## src/rtl/gpio_pkg.sv

```systemverilog
// Shared definitions for the GPIO APB arbiter: register map,
// FSM state encoding and command legality check.
package gpio_pkg;

    localparam logic [7:0] GPIO_DIR = 8'h00;
    localparam logic [7:0] GPIO_SET = 8'h04;
    localparam logic [7:0] GPIO_CLR = 8'h08;
    localparam logic [7:0] GPIO_IN  = 8'h0C;

    typedef enum logic [1:0] {
        S_IDLE   = 2'd0,
        S_SETUP  = 2'd1,
        S_ACCESS = 2'd2,
        S_DONE   = 2'd3
    } state_e;

    // DIR/SET/CLR are write-only, IN is read-only.
    function automatic logic cmd_legal(
        input logic [7:0] addr,
        input logic       write
    );
        if (write) begin
            return (addr == GPIO_DIR) ||
                   (addr == GPIO_SET) ||
                   (addr == GPIO_CLR);
        end
        return addr == GPIO_IN;
    endfunction

endpackage

```

## src/rtl/gpio_apb_arbiter_rr_arb2.sv

```systemverilog
// Two-way round-robin arbiter; the pointer remembers the
// requester served last and resets so that m0 wins first.
module rr_arb2 (
    input  logic       clk,
    input  logic       rst_n,
    input  logic [1:0] req,
    input  logic       advance,
    output logic [1:0] grant
);

    logic last_q;
    logic last_d;

    always_comb begin
        grant = req;
        if (req == 2'b11) begin
            grant = last_q ? 2'b01 : 2'b10;
        end
    end

    always_comb begin
        last_d = last_q;
        if (advance) begin
            last_d = grant[1];
        end
    end

    always_ff @(posedge clk or negedge rst_n) begin
        if (!rst_n) begin
            last_q <= 1'b1;
        end else begin
            last_q <= last_d;
        end
    end

endmodule

```

## src/rtl/gpio_apb_arbiter.sv

```systemverilog
// Two-requester APB master for the GPIO block: round-robin
// grant, SETUP/ACCESS sequencing, per-port read data and done.
module gpio_apb_arbiter
    import gpio_pkg::*;
#(
    parameter int ACCESS_CYCLES = 3
) (
    input  logic        PCLK,
    input  logic        PRESETn,
    input  logic        m0_valid,
    input  logic        m0_write,
    input  logic [7:0]  m0_addr,
    input  logic [15:0] m0_wdata,
    output logic        m0_ready,
    output logic        m0_done,
    output logic        m0_err,
    output logic [15:0] m0_rdata,
    input  logic        m1_valid,
    input  logic        m1_write,
    input  logic [7:0]  m1_addr,
    input  logic [15:0] m1_wdata,
    output logic        m1_ready,
    output logic        m1_done,
    output logic        m1_err,
    output logic [15:0] m1_rdata,
    output logic        PSEL,
    output logic        PENABLE,
    output logic        PWRITE,
    output logic [7:0]  PADDR,
    output logic [15:0] PWDATA,
    input  logic [15:0] PRDATA,
    output logic        busy,
    output logic        owner
);

    localparam int CW = (ACCESS_CYCLES > 1) ? $clog2(ACCESS_CYCLES) : 1;

    state_e        state_q, state_d;
    logic [CW-1:0] cnt_q, cnt_d;
    logic          write_q, write_d;
    logic [7:0]    addr_q, addr_d;
    logic [15:0]   wdata_q, wdata_d;
    logic          owner_q, owner_d;
    logic          err_q, err_d;
    logic [15:0]   rdata0_q, rdata0_d;
    logic [15:0]   rdata1_q, rdata1_d;

    logic [1:0]    grant;
    logic          handshake;
    logic          win;
    logic          sel_write;
    logic [7:0]    sel_addr;
    logic [15:0]   sel_wdata;

    rr_arb2 u_arb (
        .clk     (PCLK),
        .rst_n   (PRESETn),
        .req     ({m1_valid, m0_valid}),
        .advance (handshake),
        .grant   (grant)
    );

    assign m0_ready  = m0_valid & grant[0] & (state_q == S_IDLE);
    assign m1_ready  = m1_valid & grant[1] & (state_q == S_IDLE);
    assign handshake = m0_ready | m1_ready;
    assign win       = m1_ready;

    always_comb begin
        sel_write = win ? m1_write : m0_write;
        sel_addr  = win ? m1_addr  : m0_addr;
        sel_wdata = win ? m1_wdata : m0_wdata;
    end

    always_ff @(posedge PCLK or negedge PRESETn) begin
        if (!PRESETn) begin
            state_q  <= S_IDLE;
            cnt_q    <= '0;
            write_q  <= 1'b0;
            addr_q   <= '0;
            wdata_q  <= '0;
            owner_q  <= 1'b0;
            err_q    <= 1'b0;
            rdata0_q <= '0;
            rdata1_q <= '0;
        end else begin
            state_q  <= state_d;
            cnt_q    <= cnt_d;
            write_q  <= write_d;
            addr_q   <= addr_d;
            wdata_q  <= wdata_d;
            owner_q  <= owner_d;
            err_q    <= err_d;
            rdata0_q <= rdata0_d;
            rdata1_q <= rdata1_d;
        end
    end

    always_comb begin
        state_d  = state_q;
        cnt_d    = cnt_q;
        write_d  = write_q;
        addr_d   = addr_q;
        wdata_d  = wdata_q;
        owner_d  = owner_q;
        err_d    = err_q;
        rdata0_d = rdata0_q;
        rdata1_d = rdata1_q;
        unique case (state_q)
            S_IDLE: begin
                if (handshake) begin
                    write_d = sel_write;
                    addr_d  = sel_addr;
                    wdata_d = sel_wdata;
                    owner_d = win;
                    if (cmd_legal(sel_addr, sel_write)) begin
                        err_d   = 1'b0;
                        state_d = S_SETUP;
                    end else begin
                        err_d   = 1'b1;
                        state_d = S_DONE;
                        // Illegal reads report zero data.
                        if (!sel_write && win) rdata1_d = '0;
                        if (!sel_write && !win) rdata0_d = '0;
                    end
                end
            end
            S_SETUP: begin
                cnt_d   = CW'(ACCESS_CYCLES - 1);
                state_d = S_ACCESS;
            end
            S_ACCESS: begin
                if (cnt_q == '0) begin
                    state_d = S_DONE;
                    if (!write_q && owner_q) rdata1_d = PRDATA;
                    if (!write_q && !owner_q) rdata0_d = PRDATA;
                end else begin
                    cnt_d = cnt_q - CW'(1);
                end
            end
            S_DONE: begin
                state_d = S_IDLE;
            end
        endcase
    end

    always_comb begin
        PSEL     = (state_q == S_SETUP) || (state_q == S_ACCESS);
        PENABLE  = (state_q == S_ACCESS);
        PWRITE   = write_q;
        PADDR    = addr_q;
        PWDATA   = wdata_q;
        busy     = (state_q != S_IDLE);
        owner    = owner_q;
        m0_done  = (state_q == S_DONE) & ~owner_q;
        m1_done  = (state_q == S_DONE) & owner_q;
        m0_err   = m0_done & err_q;
        m1_err   = m1_done & err_q;
        m0_rdata = rdata0_q;
        m1_rdata = rdata1_q;
    end

endmodule

```

## config.mk

```make
export PLATFORM = sky130hd
export DESIGN_NAME = gpio_apb_arbiter
export DESIGN_NICKNAME = d
export VERILOG_FILES = /design/src/rtl/gpio_pkg.sv /design/src/rtl/gpio_apb_arbiter_rr_arb2.sv /design/src/rtl/gpio_apb_arbiter.sv
export SDC_FILE = /design/constraint.sdc
export NUM_CORES = 1
export LEC_CHECK = 0
export ABC_AREA = 1
export BUFFER_PORTS_ARGS = -buffer_cell sky130_fd_sc_hd__buf_4
export CORE_UTILIZATION = 43
export CTS_CLUSTER_DIAMETER = 80
export CTS_CLUSTER_SIZE = 14
export DETAILED_ROUTE_END_ITERATION = 8
export MAX_ROUTING_LAYER = met4
export PLACE_DENSITY = 0.87
export REMOVE_ABC_BUFFERS = 1
export SLEW_MARGIN = 20
export SYNTH_ARGS = -nofsm -noshare
export SYNTH_HDL_FRONTEND = slang
export SYNTH_SLANG_ARGS = --single-unit
```

## constraint.sdc

```tcl
create_clock -name PCLK -period 1.7 [get_ports PCLK]
set_input_delay 0.255 -clock PCLK [delete_from_list [all_inputs] [get_ports PCLK]]
set_output_delay 0.255 -clock PCLK [all_outputs]
set_load 0.02 [all_outputs]
```

==> results.sh, run 1 <==
export IMPL_synth_xor_area_share_pct=0
export IMPL_violations="negative setup slack"
export IMPL_intPower_mw=5.96
export IMPL_combPwrFrac_pct=63.2
export IMPL_vias=3626
export IMPL_postSynthCellCount=396
export IMPL_htree_num_levels=3
export IMPL_first_global_vias=3319
export IMPL_setup_worst_path_class="reg2reg"
export IMPL_numCtsBuffers=9
export IMPL_totalWireLength_um=11200
export IMPL_dieArea_um2=7760
export IMPL_rsz0062_at_grt="yes"
export IMPL_grt_pass1_wl_um=15200
export IMPL_synth_compound_area_share_pct=10.2
export IMPL_holdWs_ns=0.158
export IMPL_slew_headroom_pct=71.0
export IMPL_nets=664
export IMPL_setup_tns_final_ns=-9.52
export IMPL_core_area_um2=7210
export IMPL_p_per_area_nw_per_um2=2060
export IMPL_switching_share_pct=45.7
export IMPL_drive_gt1_share_pct=46.0
export IMPL_initialDrtViolationCount=178
export IMPL_slew_violations=0
export IMPL_status="complete, but fails checks"
export IMPL_synthSimpleGateAreaFrac_pct=28.6
export IMPL_grt_overflow=0
export IMPL_seq_area_frac_synth_pct=50.3
export IMPL_die_y_um=88.1
export IMPL_cp_common_cell="nand2_1"
export IMPL_synthAdderAreaFrac_pct=2.36
export IMPL_leakagePower_nw=2.85
export IMPL_drc=0
export IMPL_grt_antenna_before_repair=0
export IMPL_period_share_pct=121
export IMPL_crit_path_cell_trace="inv_2 > ha_4 > buf_4 > nand3_4 > nand2_1 > nand2_1 > nand2_1 > nor2_2 > nand3_2 > nand2_4 > nand2_4 > nand2_4 > nand2_1 > nand2_1"
export IMPL_cp_arrival_ns=2.34
export IMPL_worst_slack_ns=-0.361
export IMPL_firstDrtPassIters=5
export IMPL_worstPathRequired_ns=1.98
export IMPL_cts_root_buf="clkbuf_8"
export IMPL_cp_slowest_stage_delay_ns=0.37
export IMPL_p_clk_share_pct=13.7
export IMPL_clock_latency_ns=0.35
export IMPL_cp_start_kind="flip-flop"
export IMPL_synth_area_um2=3190
export IMPL_peakVddDrop_uv=1010
export IMPL_track_usage_pct=26.8
export IMPL_dpl_hpwl_um=6650
export IMPL_skew_ns=0.00600
export IMPL_avgViaCountPerCell=5.24
export IMPL_grt_start_max_net_pins=34
export IMPL_yosys_warnings=0
export IMPL_fin_total_pwr_mw=11.0
export IMPL_crit_slowest_cell="dfrtp_1"
export IMPL_synth_distinct_cells=27
export IMPL_ant_nets=0
export IMPL_num_rows=31
export IMPL_initial_core_util_pct=44.2
export IMPL_dieWidth_um=88.1
export IMPL_clkTransAtPathRegs_ns=0.08
export IMPL_final_cells=692
export IMPL_synth_top_family_by_area="simple AND/OR/NAND/NOR gates"
export IMPL_power_switching_mw=5.02
export IMPL_antenna_cells=0
export IMPL_synth_top_cell_by_area="dfrtp_1"
export IMPL_hold_class="in2reg"
export IMPL_globalplace_congestion=0.825
export IMPL_period_needed_ns=2.06
export IMPL_synthMuxAreaShare_pct=0
export IMPL_synth_top_area_share_pct=49.5
export IMPL_avgSynthCellArea_um2=8.04
export IMPL_cp_max_fo=8
export IMPL_tightest_slew_ns=0.435
export IMPL_cp_end_kind="flip-flop"
export IMPL_syn2layout_area_growth_pct=67.4
export IMPL_post_place_cells=651
export IMPL_synth_seq_cells=64
export IMPL_io_buffer_count=136
export IMPL_hold_viol=0
export IMPL_synth_area_leaders="dfrtp_1, nand2_1, a21oi_1"
export IMPL_num_io_pins=137
export IMPL_routedWlPerCell_um=16.2
export IMPL_cts_buffer_depth=2
export IMPL_p_seq_share_pct=23.1
export IMPL_cap_violations=0
export IMPL_setup_viol=37
export IMPL_fmax_ghz=0.485
export IMPL_cts_tree="yes"
export IMPL_cts_sinks=64
==> synth_stat cells (all sizes together) <==
cell type,instances
inv,42
dfstp,1
and3,1
clkbuf,7
nor3,1
a31oi,4
nand2,139
buf,11
nand4,7
a211oi,2
dfrtp,63
a21oi,38
a22oi,1
nand3,35
o311ai,1
ha,6
nor2,27
o21ai,10
==> registers in the layout, summed over array words and instances (netlist names) <==
signal and count:
owner 1, state_q 2, PWRITE 1, PADDR 8, PWDATA 16, m1_rdata 16, m0_rdata 16, cnt_q 2
err_q 1, u_arb.last_q 1
==> what timing repair did <==
item                                   4_1_cts  5_1_grt
buffers inserted                            10        8
endpoints found under the hold margin       30        0
cloned                                       2        5
setup endpoints to repair                   41       55
resized for setup                           27       43
hold buffers                                 1        0
pin swaps                                    7       22
==> cells in the final DEF, fill, tap and decap left out, drive strengths merged, types with 2 or more instances in the layout <==
cell / count
buf: 192
nand2: 142
dfrtp: 63
inv: 44
a21oi: 38
nand3: 36
nor2: 27
clkbuf: 11
o21ai: 10
nand4: 7
ha: 6
a31oi: 4
clkinv: 3
a211oi: 2
bufinv: 2
==> through the flow <==
stage	worst slack [ns]	utilization [%]	area, µm²
after CTS	-0.165	69.5	5020
after global placement	-0.200	63.1	4550
after floorplan	-0.895	-	3070
after global routing	-0.470	73.9	5330
after detailed placement	-0.252	63.1	4550
final	-0.361	73.9	5330
==> routing by layer <==
metal | up-vias | GRT usage, % | part of all wire [%]
li1 | 1650 | - | -
met1 | 1722 | 30.3 | 38
met2 | 220 | 44.3 | 52
met3 | 34 | 5.28 | 7.7
met4 | 0 | 15.2 | 3.1
met5 | - | - | 0
==> logic make-up (layout without fill, tap and decap cells) <==
kind of cell               Yosys count  count (layout)
AOI/OAI and AO/OA                   56              56
and+or+nand+nor                    210             214
adders and majority gates            6               6
DFF                                 64              64
buffers and inverters               60             253
==> final timing paths <==
| path | start | end | slack (ns) | cells past startpoint |
|---|---|---|---|---|
| setup reg to reg | state_q[1]$_DFFE_PN0P_ | m0_rdata[13]$_DFFE_PN0P_ | -0.36 | 14 |
| setup / recovery | state_q[1]$_DFFE_PN0P_ | m0_rdata[13]$_DFFE_PN0P_ | -0.36 | 14 |
| max in group asynchronous | PRESETn | m0_rdata[13]$_DFFE_PN0P_ | 0.78 | 3 |
| hold reg to reg | m0_rdata[6]$_DFFE_PN0P_ | m0_rdata[6]$_DFFE_PN0P_ | 0.49 | 2 |
| hold / removal | m1_wdata[0] | PWDATA[0]$_DFFE_PN0P_ | 0.16 | 3 |
| min in group asynchronous | PRESETn | m1_rdata[6]$_DFFE_PN0P_ | 0.39 | 2 |
==> area by class of cell <==
type                       instances  area [µm²]
fill                             516        1880
timing repair buffer             195        1630
sequential                        64        1600
multi-input combinational        276        1580
inverter                          42         165
clock buffer                       9         124
tap                               99         124
clock inverter                     7         104
==> power by group through the flow <==
stage / sequential, mW / combinational [mW] / clock [mW]
after floorplan: 3.07 / 2.19 / 0
after global placement: 2.49 / 5.06 / 0
after detailed placement: 2.52 / 5.22 / 0
after CTS: 2.51 / 5.93 / 1.53
after global routing: 2.58 / 7.39 / 1.59
final: 2.53 / 6.94 / 1.51
==> worst max-delay path, delay by kind of cell (launching register included) <==
kind | cells | cell delay (ns)
fa+ha+maj | 1 | 0.18
simple gates | 11 | 1.21
flops | 1 | 0.37
buf+inv | 2 | 0.22
Power figures use the tool's default switching activity.
==> inputs of run 2 (changes only) <==
--- a/config.mk
+++ b/config.mk
@@ -5,7 +5,6 @@
 export SDC_FILE = /design/constraint.sdc
 export NUM_CORES = 1
 export LEC_CHECK = 0
-export ABC_AREA = 1
 export BUFFER_PORTS_ARGS = -buffer_cell sky130_fd_sc_hd__buf_4
 export CORE_UTILIZATION = 43
 export CTS_CLUSTER_DIAMETER = 80
@@ -13,7 +12,6 @@
 export DETAILED_ROUTE_END_ITERATION = 8
 export MAX_ROUTING_LAYER = met4
 export PLACE_DENSITY = 0.87
-export REMOVE_ABC_BUFFERS = 1
 export SLEW_MARGIN = 20
 export SYNTH_ARGS = -nofsm -noshare
 export SYNTH_HDL_FRONTEND = slang
==> run 2 against run 1 <==
The flow finishes with violations (negative hold slack, negative setup slack). Wire length down 14%. Critical path depth down 7. Non-clock buffer count unchanged. Design area down 3.9%. Clock power down 13%. Final cell count down 17%. Total power down 11%. Critical path type unchanged. Critical endpoint unchanged. Largest cell class is now flip-flops and latches. Highest routed layer unchanged.
==> results.sh, run 2 <==
export IMPL_status="complete, but fails checks"
export IMPL_violations="negative hold slack, negative setup slack"
export IMPL_peakVddDrop_uv=928
export IMPL_syn_nets=356
export IMPL_reg2reg_to="m0_rdata[13]$_DFFE_PN0P_"
export IMPL_routedWlPerCell_um=16.8
export IMPL_antenna_cells=0
export IMPL_setup_viol=61
export IMPL_first_global_vias=2991
export IMPL_nets=548
export IMPL_p_seq_share_pct=27.2
export IMPL_r2r_slack_ns=-0.37
export IMPL_synth_edf_count=0
export IMPL_cap_violations=0
export IMPL_pre_cts_ws_ns=-0.460
export IMPL_cts_hold_buffers=0
export IMPL_final_common_cell="buf_4"
export IMPL_cts_root_buf="clkbuf_8"
export IMPL_initial_core_util_pct=45.3
export IMPL_numCtsBuffers=9
export IMPL_cts_sinks=64
export IMPL_vias=2897
export IMPL_io_buffer_count=136
export IMPL_period_share_pct=122
export IMPL_worst_slack_ns=-0.372
export IMPL_cts_tree="yes"
export IMPL_p_clk_share_pct=13.5
export IMPL_synthArstFlopShare_pct=100
export IMPL_cp_start_kind="flip-flop"
export IMPL_fmax_ghz=0.483
export IMPL_worstPathRequired_ns=1.93
export IMPL_cp_top_family="simple AND/OR/NAND/NOR gates"
export IMPL_yosys_top_cells_count="dfrtp_1, nand2_1, nor2_1"
export IMPL_core_area_um2=6940
export IMPL_dieWidth_um=87.6
export IMPL_drc=0
export IMPL_clkTransAtPathRegs_ns=0.08
export IMPL_syn2layout_area_growth_pct=62.8
export IMPL_crit_path_cell_trace="buf_6 > ha_4 > mux2i_2 > or3b_4 > nor3_4 > buf_6 > mux2_4"
export IMPL_cp_common_cell="buf_6"
export IMPL_num_rows=30
export IMPL_worstRegToRegCells=7
export IMPL_hold_class="in2async"
export IMPL_synth_most_common_cell="dfrtp_1"
export IMPL_setup_tns_final_ns=-14.47
export IMPL_clock_latency_ns=0.35
export IMPL_cp_slowest_stage_delay_ns=0.41
export IMPL_leakagePower_nw=2.62
export IMPL_synth_area_um2=3150
export IMPL_drive_gt1_share_pct=58.5
export IMPL_crit_start="state_q[1]$_DFFE_PN0P_"
export IMPL_ant_nets=0
export IMPL_final_cells=573
export IMPL_slew_violations=0
export IMPL_cp_end_kind="flip-flop"
export IMPL_crit_slowest_cell="dfrtp_1"
export IMPL_synth_seq_cells=64
export IMPL_grt_antenna_before_repair=0
export IMPL_dieArea_um2=7670
export IMPL_cp_arrival_ns=2.31
export IMPL_grt_pass1_wl_um=14500
export IMPL_nFillCells=465
export IMPL_avgViaCountPerCell=5.06
export IMPL_power_switching_mw=3.86
export IMPL_globalplace_congestion=0.815
export IMPL_track_usage_pct=25.5
export IMPL_die_y_um=87.6
export IMPL_grt_start_max_net_pins=65
export IMPL_htree_num_levels=3
export IMPL_cp_num_buf_inv=2
export IMPL_synth_top_area_share_pct=50.1
export IMPL_post_place_cells=533
export IMPL_r2r_start="state_q[1]$_DFFE_PN0P_"
export IMPL_intPower_mw=5.86
export IMPL_period_needed_ns=2.07
export IMPL_initialDrtViolationCount=141
export IMPL_num_io_pins=137
export IMPL_grt_overflow=0
export IMPL_totalWireLength_um=9630
export IMPL_yosys_warnings=0
export IMPL_dpl_hpwl_um=6360
export IMPL_crit_end="m0_rdata[13]$_DFFE_PN0P_"
export IMPL_skew_ns=0.0105
export IMPL_synth_area_leaders="dfrtp_1, mux2_4, nand2_1"
export IMPL_final_cell_mix="buf_4, dfrtp_1, nand2_1"
export IMPL_seq_area_frac_synth_pct=50.9
export IMPL_crit_cells=7
export IMPL_holdWs_ns=-0.0129
export IMPL_slew_headroom_pct=45.8
export IMPL_cp_max_fo=8
export IMPL_switching_share_pct=39.7
export IMPL_firstDrtPassIters=4
export IMPL_synth_distinct_cells=37
export IMPL_p_per_area_nw_per_um2=1900
export IMPL_synthFlopType="dfrtp_1"
export IMPL_synth_top_cell_by_area="dfrtp_1"
export IMPL_rsz0062_at_grt="yes"
export IMPL_postSynthCellCount=280
export IMPL_setup_worst_path_class="reg2reg"
export IMPL_tightest_slew_ns=0.814
export IMPL_hold_viol=13
export IMPL_avgSynthCellArea_um2=11.2
export IMPL_cts_buffer_depth=2
export IMPL_combPwrFrac_pct=59.2
run 2: cell types whose count changed in the layout (fill, tap and decap cells not counted), sizes merged, moves of 5 or more:
cell	change
nand2	-96
nand3	-36
mux2	+35
a21oi	-34
inv	-34
and2	+18
a31oi	+12
mux2i	+11
nand4	-7
nor2	-5
run 2: how the worst min path moves through the flow:
| stage | endpoint |
|---|---|
| after floorplan | PADDR[0]$_DFFE_PN0P_ |
| after global placement | m1_rdata[14]$_DFFE_PN0P_ |
| after detailed placement | m1_rdata[14]$_DFFE_PN0P_ |
| after CTS | m0_rdata[13]$_DFFE_PN0P_ |
| after global routing | m0_rdata[13]$_DFFE_PN0P_ |
| final | m0_rdata[13]$_DFFE_PN0P_ |
run 2: per-stage QoR:
step | total power [mW] | utilization, % | area, µm² | hold WS (ns)
after floorplan | 5.57 | - | 3190 | -0.0406
after CTS | 9.42 | 70.8 | 4910 | 0.0232
final | 9.72 | 73.8 | 5120 | -0.0129
after global placement | 7.45 | 65.0 | 4510 | 0.377
after global routing | 10.2 | 73.8 | 5120 | 0.0649
after detailed placement | 7.66 | 65.0 | 4510 | 0.400
run 2: area by class of cell:
type	count	area [µm²]	area share (%)
multi-input cells	192	1570	30.7
well taps	96	120	2.34
inverters	10	43.8	0.855
repair buffers	195	1590	31.0
clock inverters	7	71.3	1.39
flip-flops and latches	64	1600	31.3
clock buffers	9	124	2.42
run 2: repair_timing:
item	in CTS	in global routing
pin swaps	4	11
setup buffers	10	19
setup endpoints to repair	62	67
resized for setup	26	50
gates cloned	1	0
run 2: routing by layer:
| layer | global-route usage, % | up-vias | part of all wire [%] |
|---|---|---|---|
| met5 | - | - | 0 |
| met4 | 10.1 | 0 | 2.1 |
| met3 | 3.68 | 20 | 4.6 |
| met2 | 44.9 | 102 | 54 |
| met1 | 29.2 | 1428 | 39 |
| li1 | - | 1347 | - |
run 2: cell families (layout without fill, tap and decap cells):
logic type / Yosys count / count (layout) / share of synthesized area [%]
xor gates and xnor gates: 1 / 1 / 0.278
muxes: 46 / 46 / 18.4
and+or+nand+nor: 97 / 97 / 15.0
AOI/OAI and AO/OA: 42 / 42 / 9.14
adders and majority gates: 6 / 6 / 2.38
DFF: 64 / 64 / 50.9
buffers and inverters: 24 / 221 / 3.89
run 2: power groups by stage:
stage	Sequential (mW)	Clock, mW	Combinational, mW
detailed placement	2.64	0	5.02
floorplan	3.34	0	2.23
finish	2.65	1.31	5.76
global route	2.71	1.40	6.12
global placement	2.62	0	4.83
CTS	2.63	1.32	5.48
run 2: worst register-to-register path, delay by kind of cell, from the launching register on:
family	cells	cell delay, ns
mux	2	0.48
simple gates	2	0.56
buf+inv	2	0.34
fa+ha+maj	1	0.17
flops	1	0.41
